<file path="src/rtl/sram_like_axi_bridge.sv">
// Single-outstanding bridge from the instruction/data SRAM-like masters to one AXI master port.
// Data side wins arbitration; every grant becomes exactly one single-beat AXI transaction.
module sram_like_axi_bridge #(
  parameter logic [3:0] INST_ID = 4'd0,
  parameter logic [3:0] DATA_ID = 4'd1
) (
  input  logic        clk,
  input  logic        rst,
  input  logic        inst_req,
  input  logic        inst_wr,
  input  logic [1:0]  inst_size,
  input  logic [31:0] inst_addr,
  input  logic [31:0] inst_wdata,
  output logic [31:0] inst_rdata,
  output logic        inst_addr_ok,
  output logic        inst_data_ok,
  input  logic        data_req,
  input  logic        data_wr,
  input  logic [1:0]  data_size,
  input  logic [31:0] data_addr,
  input  logic [31:0] data_wdata,
  output logic [31:0] data_rdata,
  output logic        data_addr_ok,
  output logic        data_data_ok,
  output logic [3:0]  arid,
  output logic [31:0] araddr,
  output logic [7:0]  arlen,
  output logic [2:0]  arsize,
  output logic [1:0]  arburst,
  output logic [1:0]  arlock,
  output logic [3:0]  arcache,
  output logic [2:0]  arprot,
  output logic        arvalid,
  input  logic        arready,
  input  logic [3:0]  rid,
  input  logic [31:0] rdata,
  input  logic        rvalid,
  output logic        rready,
  output logic [3:0]  awid,
  output logic [31:0] awaddr,
  output logic [7:0]  awlen,
  output logic [2:0]  awsize,
  output logic [1:0]  awburst,
  output logic [1:0]  awlock,
  output logic [3:0]  awcache,
  output logic [2:0]  awprot,
  output logic        awvalid,
  input  logic        awready,
  output logic [31:0] wdata,
  output logic [3:0]  wstrb,
  output logic        wlast,
  output logic        wvalid,
  input  logic        wready,
  input  logic        bvalid,
  output logic        bready
);

  typedef enum logic [2:0] {IDLE, RD_ADDR, RD_DATA, WR_REQ, WR_RESP} state_t;

  // Byte lanes follow the natural SRAM-like placement; size 3 is treated as a word.
  function automatic logic [3:0] calc_wstrb(input logic [1:0] size, input logic [1:0] lane);
    logic [3:0] strb;
    case (size)
      2'd0:    strb = 4'b0001 << lane;
      2'd1:    strb = 4'b0011 << {lane[1], 1'b0};
      default: strb = 4'b1111;
    endcase
    return strb;
  endfunction

  state_t      state_r;
  logic [31:0] addr_r;
  logic [31:0] wdata_r;
  logic [1:0]  size_r;
  logic [3:0]  id_r;
  logic [3:0]  wstrb_r;
  logic        src_r;
  logic        arvalid_r;
  logic        rready_r;
  logic        awvalid_r;
  logic        wvalid_r;
  logic        bready_r;
  logic        aw_done_r;
  logic        w_done_r;
  logic        data_grant_s;
  logic        inst_grant_s;
  logic        aw_done_next_s;
  logic        w_done_next_s;
  logic        rd_hit_s;
  logic        wr_hit_s;
  logic        unused_inputs_s;

  assign unused_inputs_s = ^{inst_wr, rid};
  assign aw_done_next_s  = aw_done_r | (awvalid_r & awready);
  assign w_done_next_s   = w_done_r | (wvalid_r & wready);

  // Fixed priority grant, only while idle and out of reset.
  always_comb begin
    data_grant_s = 1'b0;
    inst_grant_s = 1'b0;
    if (rst && (state_r == IDLE)) begin
      if (data_req) begin
        data_grant_s = 1'b1;
      end else if (inst_req) begin
        inst_grant_s = 1'b1;
      end else begin
        inst_grant_s = 1'b0;
      end
    end else begin
      data_grant_s = 1'b0;
    end
  end

  // Transaction FSM with registered AXI valid/ready outputs.
  always_ff @(posedge clk) begin
    if (!rst) begin
      state_r   <= IDLE;
      addr_r    <= 32'd0;
      wdata_r   <= 32'd0;
      size_r    <= 2'd0;
      id_r      <= 4'd0;
      wstrb_r   <= 4'd0;
      src_r     <= 1'b0;
      arvalid_r <= 1'b0;
      rready_r  <= 1'b0;
      awvalid_r <= 1'b0;
      wvalid_r  <= 1'b0;
      bready_r  <= 1'b0;
      aw_done_r <= 1'b0;
      w_done_r  <= 1'b0;
    end else begin
      case (state_r)
        IDLE: begin
          if (data_grant_s) begin
            addr_r  <= data_addr;
            wdata_r <= data_wdata;
            size_r  <= data_size;
            id_r    <= DATA_ID;
            wstrb_r <= calc_wstrb(data_size, data_addr[1:0]);
            src_r   <= 1'b1;
            if (data_wr) begin
              state_r   <= WR_REQ;
              awvalid_r <= 1'b1;
              wvalid_r  <= 1'b1;
            end else begin
              state_r   <= RD_ADDR;
              arvalid_r <= 1'b1;
            end
          end else if (inst_grant_s) begin
            addr_r    <= inst_addr;
            wdata_r   <= inst_wdata;
            size_r    <= inst_size;
            id_r      <= INST_ID;
            wstrb_r   <= calc_wstrb(inst_size, inst_addr[1:0]);
            src_r     <= 1'b0;
            state_r   <= RD_ADDR;
            arvalid_r <= 1'b1;
          end
        end
        RD_ADDR: begin
          if (arready) begin
            arvalid_r <= 1'b0;
            rready_r  <= 1'b1;
            state_r   <= RD_DATA;
          end
        end
        RD_DATA: begin
          if (rvalid) begin
            rready_r <= 1'b0;
            state_r  <= IDLE;
          end
        end
        WR_REQ: begin
          // Address and data channels retire independently, in either order.
          awvalid_r <= awvalid_r & ~awready;
          wvalid_r  <= wvalid_r & ~wready;
          if (aw_done_next_s && w_done_next_s) begin
            aw_done_r <= 1'b0;
            w_done_r  <= 1'b0;
            bready_r  <= 1'b1;
            state_r   <= WR_RESP;
          end else begin
            aw_done_r <= aw_done_next_s;
            w_done_r  <= w_done_next_s;
          end
        end
        WR_RESP: begin
          if (bvalid) begin
            bready_r <= 1'b0;
            state_r  <= IDLE;
          end
        end
        default: begin
          state_r   <= IDLE;
          arvalid_r <= 1'b0;
          rready_r  <= 1'b0;
          awvalid_r <= 1'b0;
          wvalid_r  <= 1'b0;
          bready_r  <= 1'b0;
        end
      endcase
    end
  end

  // Completion handshakes and read data steering to the latched source.
  always_comb begin
    rd_hit_s     = rst & rready_r & rvalid;
    wr_hit_s     = rst & bready_r & bvalid;
    inst_data_ok = rd_hit_s & ~src_r;
    data_data_ok = (rd_hit_s & src_r) | wr_hit_s;
    if (inst_data_ok) begin
      inst_rdata = rdata;
    end else begin
      inst_rdata = 32'd0;
    end
    if (rd_hit_s && src_r) begin
      data_rdata = rdata;
    end else begin
      data_rdata = 32'd0;
    end
  end

  assign inst_addr_ok = inst_grant_s;
  assign data_addr_ok = data_grant_s;

  assign arid    = id_r;
  assign araddr  = addr_r;
  assign arlen   = 8'd0;
  assign arsize  = {1'b0, size_r};
  assign arburst = 2'b01;
  assign arlock  = 2'd0;
  assign arcache = 4'd0;
  assign arprot  = 3'd0;
  assign arvalid = arvalid_r;
  assign rready  = rready_r;

  assign awid    = id_r;
  assign awaddr  = addr_r;
  assign awlen   = 8'd0;
  assign awsize  = {1'b0, size_r};
  assign awburst = 2'b01;
  assign awlock  = 2'd0;
  assign awcache = 4'd0;
  assign awprot  = 3'd0;
  assign awvalid = awvalid_r;
  assign wdata   = wdata_r;
  assign wstrb   = wstrb_r;
  assign wlast   = 1'b1;
  assign wvalid  = wvalid_r;
  assign bready  = bready_r;

endmodule

</file>
<file path="config.mk">
export PLATFORM = sky130hd
export DESIGN_NAME = sram_like_axi_bridge
export DESIGN_NICKNAME = d
export VERILOG_FILES = /design/src/rtl/sram_like_axi_bridge.sv
export SDC_FILE = /design/constraint.sdc
export NUM_CORES = 1
export LEC_CHECK = 0
export ABC_AREA = 1
export BUFFER_PORTS_ARGS = -buffer_cell sky130_fd_sc_hd__buf_2
export CAP_MARGIN = 40
export CORE_AREA = 2 2 158 160
export DETAILED_ROUTE_END_ITERATION = 10
export DIE_AREA = 0 0 160 162
export GPL_TIMING_DRIVEN = 0
export SLEW_MARGIN = 20
export SYNTH_ARGS = -nofsm -noshare
export SYNTH_HDL_FRONTEND = slang
export SYNTH_SLANG_ARGS = --single-unit
</file>
<file path="constraint.sdc">
create_clock -name clk -period 1.47 [get_ports clk]
set_input_delay 0.294 -clock clk [delete_from_list [all_inputs] [get_ports clk]]
set_output_delay 0.294 -clock clk [all_outputs]
set_load 0.03 [all_outputs]
</file>
; ---- Word-level counts from Yosys, hierarchy flattened
; Cells that the tools add are included.
[op_classes]
n_eq_ne = 14
shifts = 4
muxes = 46
bitwise = 20
n_reduce_logical = 17
[op_table]
columns = operator, count
row1 = 32-bit 2-to-1 mux, 6
row2 = 1-bit 2-to-1 mux, 19
row3 = 3-bit 2-to-1 mux, 6
row4 = 4-bit 2-to-1 mux, 4
row5 = 4-bit case mux with 2 select lines, 2
row6 = 1-bit case mux with 3 select lines, 5
row7 = 3-bit case mux with 5 select lines, 1
row8 = 2-bit != test (second input constant), 6
row9 = 3-bit OR reduction, 4
row10 = 1-bit AND, 10
row11 = 3-bit AND reduction, 3
row12 = 1-bit by 2-bit left shift with 4-bit output (first input constant), 2
row13 = 2-bit by 2-bit left shift with 4-bit output (first input constant), 2
row14 = 1-bit inverter, 7
row15 = 3-bit by 2-bit == test with 1-bit output (second input constant), 2
row16 = 2-bit 2-to-1 mux, 3
row17 = 3-bit != test (second input constant), 2
row18 = 5-bit AND reduction, 1
row19 = 2-bit by 1-bit == test with 1-bit output (second input constant), 2
row20 = 2-bit logical NOT, 2
row21 = 4-bit AND reduction, 1
row22 = 3-bit by 1-bit == test with 1-bit output (second input constant), 1
row23 = 3-bit == test (second input constant), 1
row24 = 1-bit logical AND, 3
row25 = other kinds (4), 6
[totals]
regBits = 85
inputBits = 179
out_inout_bits = 226
wordCells = 115

; ---- Depth between registers and ports, before layout
[depth]
depth_word = 6
mapped_depth = 10
depth_no_buf = 10

; ---- Least setup slack after synthesis
; No wires, ideal clock.
[synth_path]
path_type = register -> output
from = register rready_r, in the netlist rready
to = output inst_rdata[10]
arrival_ns = 2.072
t_required_ns = 1.176
setup_slack_ns = -0.896
stages_incl_launch_ff = 6
cell_sequence = dfxtp_1 > nand2_1 > nor3_1 > inv_2 > buf_2 > nor2_1
[synth_between]
elab_chain_len = 4
[synth_rtl]
columns = element, line
row1 = from (decl), 79  ; logic rready_r;
row2 = from (signal assigned), 125  ; rready_r <= 1'b0;
row3 = from (signal assigned), 163  ; rready_r <= 1'b1;
row4 = from (signal assigned), 169  ; rready_r <= 1'b0;
row5 = 1-bit AND (2 in a row), 207  ; rd_hit_s = rst & rready_r & rvalid;
row6 = 1-bit AND, 209  ; inst_data_ok = rd_hit_s & ~src_r;
row7 = named net inst_data_ok, 16  ; output logic inst_data_ok,
row8 = 32-bit 2-to-1 mux, 211  ; if (inst_data_ok) begin
row9 = to (decl), 14  ; output logic [31:0] inst_rdata,
; The timed path passes the listed nets, and every way through them passes these cells.

; ---- Worst setup path in the final report
[layout_path]
from = register rready_r, in the netlist rready
to = output inst_rdata[30]
[layout_between]
elab_chain_len = 4
[layout_rtl]
columns = element, line
row1 = 1-bit AND (2 in a row), 207
row2 = 1-bit AND, 209
row3 = 32-bit 2-to-1 mux, 211
; Every way passes these cells.

==> impl_metrics.csv <==
group,metric,value,unit
status,status,"complete, but fails checks",
status,violations,"setup timing",
yosys,synth_compound_area_share,18.9,%
timing,tightest_slew,0.771,ns
yosys,synth_top_family_by_area,"simple AND/OR/NAND/NOR gates",
floorplanning,start_util,19.5,%
timing,slew-limit-headroom,48.6,%
clocking,ctsHoldBuffers,0,
clocking,cts_buffer_depth,2,
finish,layout-drive-gt1-share,60.0,%
clocking,insertion_delay,0.35,ns
finish,area_growth,106,%
timing,setup_violations,139,
critical_path,crit_arrival,1.51,ns
floorplanning,die_width,160,um
global_routing,grt_usage,17.8,%
critical_path,crit_chain,"nand2_4, nor3_4, inv_4, buf_12, nor2_4, buf_6",
routing,firstDrtPassIters,5,
global_routing,met1_usage,19.9,%
routing,drtAntennaViolNets,0,
floorplanning,die_height,162,um
global_routing,overflow,0,
pwr,p_leak,4.88,nW
floorplanning,dieArea,25900,um2
hold_path,hp-class,"input port to register",
global_routing,use_met3,4.01,%
critical_path,cp_max_fo,10,
clocking,cts_inserted_buffers,9,
clocking,cts_sinks,81,
yosys,synth_cell_types,22,
yosys,yosys.area_share.xor_xnor,0,%
yosys,yosysSeqAreaShare,34.6,%
finish,fin_nets,1335,
routing,wl_per_cell,16.3,um
global_routing,grt_max_degree,15,
clocking,path_clk_slew,0.07,ns
global_routing,grtUsageMet2,33.1,%
timing,layout_setup_ws,-0.332,ns
critical_path,cp_slowest_stage_delay,0.37,ns
yosys,syn_avg_cell_area,6.69,um2
critical_path,worstSetupEndpointType,"output port",
place,numPortBuffers,352,
critical_path,crit_slowest_cell,"dfxtp_4",
place,place_congestion,0.825,
job,maxCapViolations,0,
floorplanning,ioPinCount,405,
yosys,ys_seq_elements,81,
routing,drt_iter0_markers,316,
critical_path,critical_path_class,"register to output port",
yosys,synth.top_cell.area_share,34.6,%
yosys,synth-async-reset-ratio,0,%
yosys,yosysTopAreaCell,"dfxtp_1",
timing,drv_slew,0,
routing,vias,6319,
floorplanning,core_area,24100,um2
pwr,ir_drop,0.676,mV
yosys,synth_mux_area_share,0,%
timing,final.period_utilization,123,%
global_routing,busiest_layer,"met2",
routing,wl,24.3,mm
clocking,cts-root-buf,"clkbuf_16",
timing,rsz0062_at_grt,"true",
global_routing,antenna_found_initial,5,
place,dpl_worst_slack,-0.617,ns
finish,final_util,40.0,%
floorplanning,num_rows,57,
pwr,power.density,1320,nW/um2
clocking,htreeDepth,3,
timing,min_period,1.80,ns
yosys,yosys.area_share.simple,23.6,%
place,hpwl,17.2,mm
routing,avgViaCountPerCell,4.25,
yosys,synthTopCellsByCount,"nand2_1 (171), buf_4 (89), nor2_1 (85), dfxtp_1 (81), o21ai_0 (80)",
critical_path,cp-start-kind,"register",
yosys,synth_flop_cell,"dfxtp_1",
timing,fin_skew,0.00870,ns
yosys,synth_area,4690,um2
global_routing,grt_pass1_wl,35.4,mm
yosys,yosysMostFrequentCell,"nand2_1",
timing,max_freq,0.555,GHz
clocking,tritoncts,"built",
yosys,synth.yosys.warnings,0,
critical_path,critPathRequiredTime,1.18,ns
global_routing,grt_pass1_vias,6230,
yosys,netlist_instances,702,
timing,hold_violations,0,
routing,drc,0,
yosys,synth_fa_ha_area_share,0,%
yosys,ys_top_cells_by_area,"dfxtp_1 (35%), buf_4 (14%), nand2_1 (14%)",
yosys,synth-edff-count,0,
==> cell type report <==
cell class	count	area [um2]
inverter	54	210
multi-input combinational	485	3070
antenna	1	2.50
tap	324	405
clock inverter	5	36.3
buffer	119	1030
fill	2428	14500
clock buffer	11	253
timing repair buffer	406	3000
sequential	81	1640
==> path summary, 6_finish.rpt <==
kind / startpoint / slack [ns] / cells after the start / endpoint
setup / recovery: rready$_SDFFE_PN0P_ / -0.33 / 6 / inst_rdata[30]
setup reg to reg: state_r[1]$_SDFFE_PN0P_ / -0.13 / 9 / araddr[7]$_SDFFE_PN0P_
hold reg to reg: w_done_r$_SDFFE_PN0P_ / 0.47 / 2 / w_done_r$_SDFFE_PN0P_
hold / removal: inst_wdata[5] / 0.21 / 3 / wdata[5]$_SDFFE_PN0P_
==> layout by cell type (no fill, tap or decap), types with 2 or more instances in the layout <==
master	Yosys	routed
buf_2	21	285
nand2_1	171	162
buf_4	89	102
buf_6	4	91
dfxtp_1	81	76
nor2_4	1	67
a31oi_1	64	58
o21ai_2	0	55
inv_1	50	48
conb_1	2	47
clkbuf_16	0	17
nor2_1	85	17
o21ai_0	80	15
buf_8	0	14
o21ai_1	5	12
buf_12	0	10
a21oi_1	12	10
nand4_1	6	6
buf_16	0	6
clkbuf_2	1	5
nand3_1	6	5
nand2_2	1	5
dfxtp_4	0	5
inv_4	0	4
nand2_4	0	4
nand3b_1	4	4
clkbuf_1	12	4
a31oi_4	0	4
inv_2	4	3
o21ai_4	0	3
a31oi_2	0	2
nor2_2	0	2
a21oi_2	0	2
clkbuf_8	0	2
inv_6	0	2
==> sequential cells by signal, summed over array words and instances (netlist names), 2 cells and up <==
register	flops
araddr	32
size_r	2
wdata	32
state_r	3
wstrb	4
==> through the flow <==
stage / total power [mW] / setup TNS, ns / cells / cell area, um2 / hold WS (ns)
finish: 12.7 / -22.95 / 1486 / 9650 / 0.208
global route: 13.4 / -33.33 / 1486 / 9650 / 0.196
global placement: 8.38 / -50.52 / 1423 / 7380 / 0.453
detailed placement: 8.41 / -52.23 / 1423 / 7380 / 0.460
floorplan: 6.73 / -7.59 / 747 / 5220 / 0.445
CTS: 12.8 / -27.43 / 1494 / 9580 / 0.189
==> power breakdown <==
| group | total (mW) | switching [mW] | leakage, nW | internal [mW] |
|---|---|---|---|---|
| logic | 7.22 | 4.23 | 4.06 | 2.99 |
| clock network | 2.27 | 1.02 | 0.143 | 1.25 |
| registers | 3.20 | 0.473 | 0.673 | 2.73 |
==> cell families after synthesis <==
| family | Yosys count |
|---|---|
| flip-flops | 81 |
| buffers and inverters | 181 |
| AND/OR/NAND/NOR | 277 |
| AO/OA/AOI/OAI | 161 |
| other | 2 |
==> routing by layer <==
| layer | part of all wire (%) | vias to the layer above |
|---|---|---|
| met5 | 0.12 | - |
| met4 | 2.3 | 6 |
| met3 | 6.8 | 41 |
| met2 | 52 | 290 |
| met1 | 38 | 2903 |
| li1 | - | 3079 |
==> worst max-delay path, delay by kind of cell (launching register included) <==
kind	cells	cell delay, ns
and+or+nand+nor	3	0.39
DFF	1	0.37
buffers and inverters	3	0.41
==> timing repair <==
| action | CTS | global route |
|---|---|---|
| gates resized for setup | 384 | 95 |
| cloned | 19 | 0 |
| setup buffers | 37 | 8 |
| pin swaps | 10 | 10 |
| setup endpoints to repair | 145 | 146 |
| hold endpoints to repair | 0 | 0 |
(Power assumes the default switching activity.)
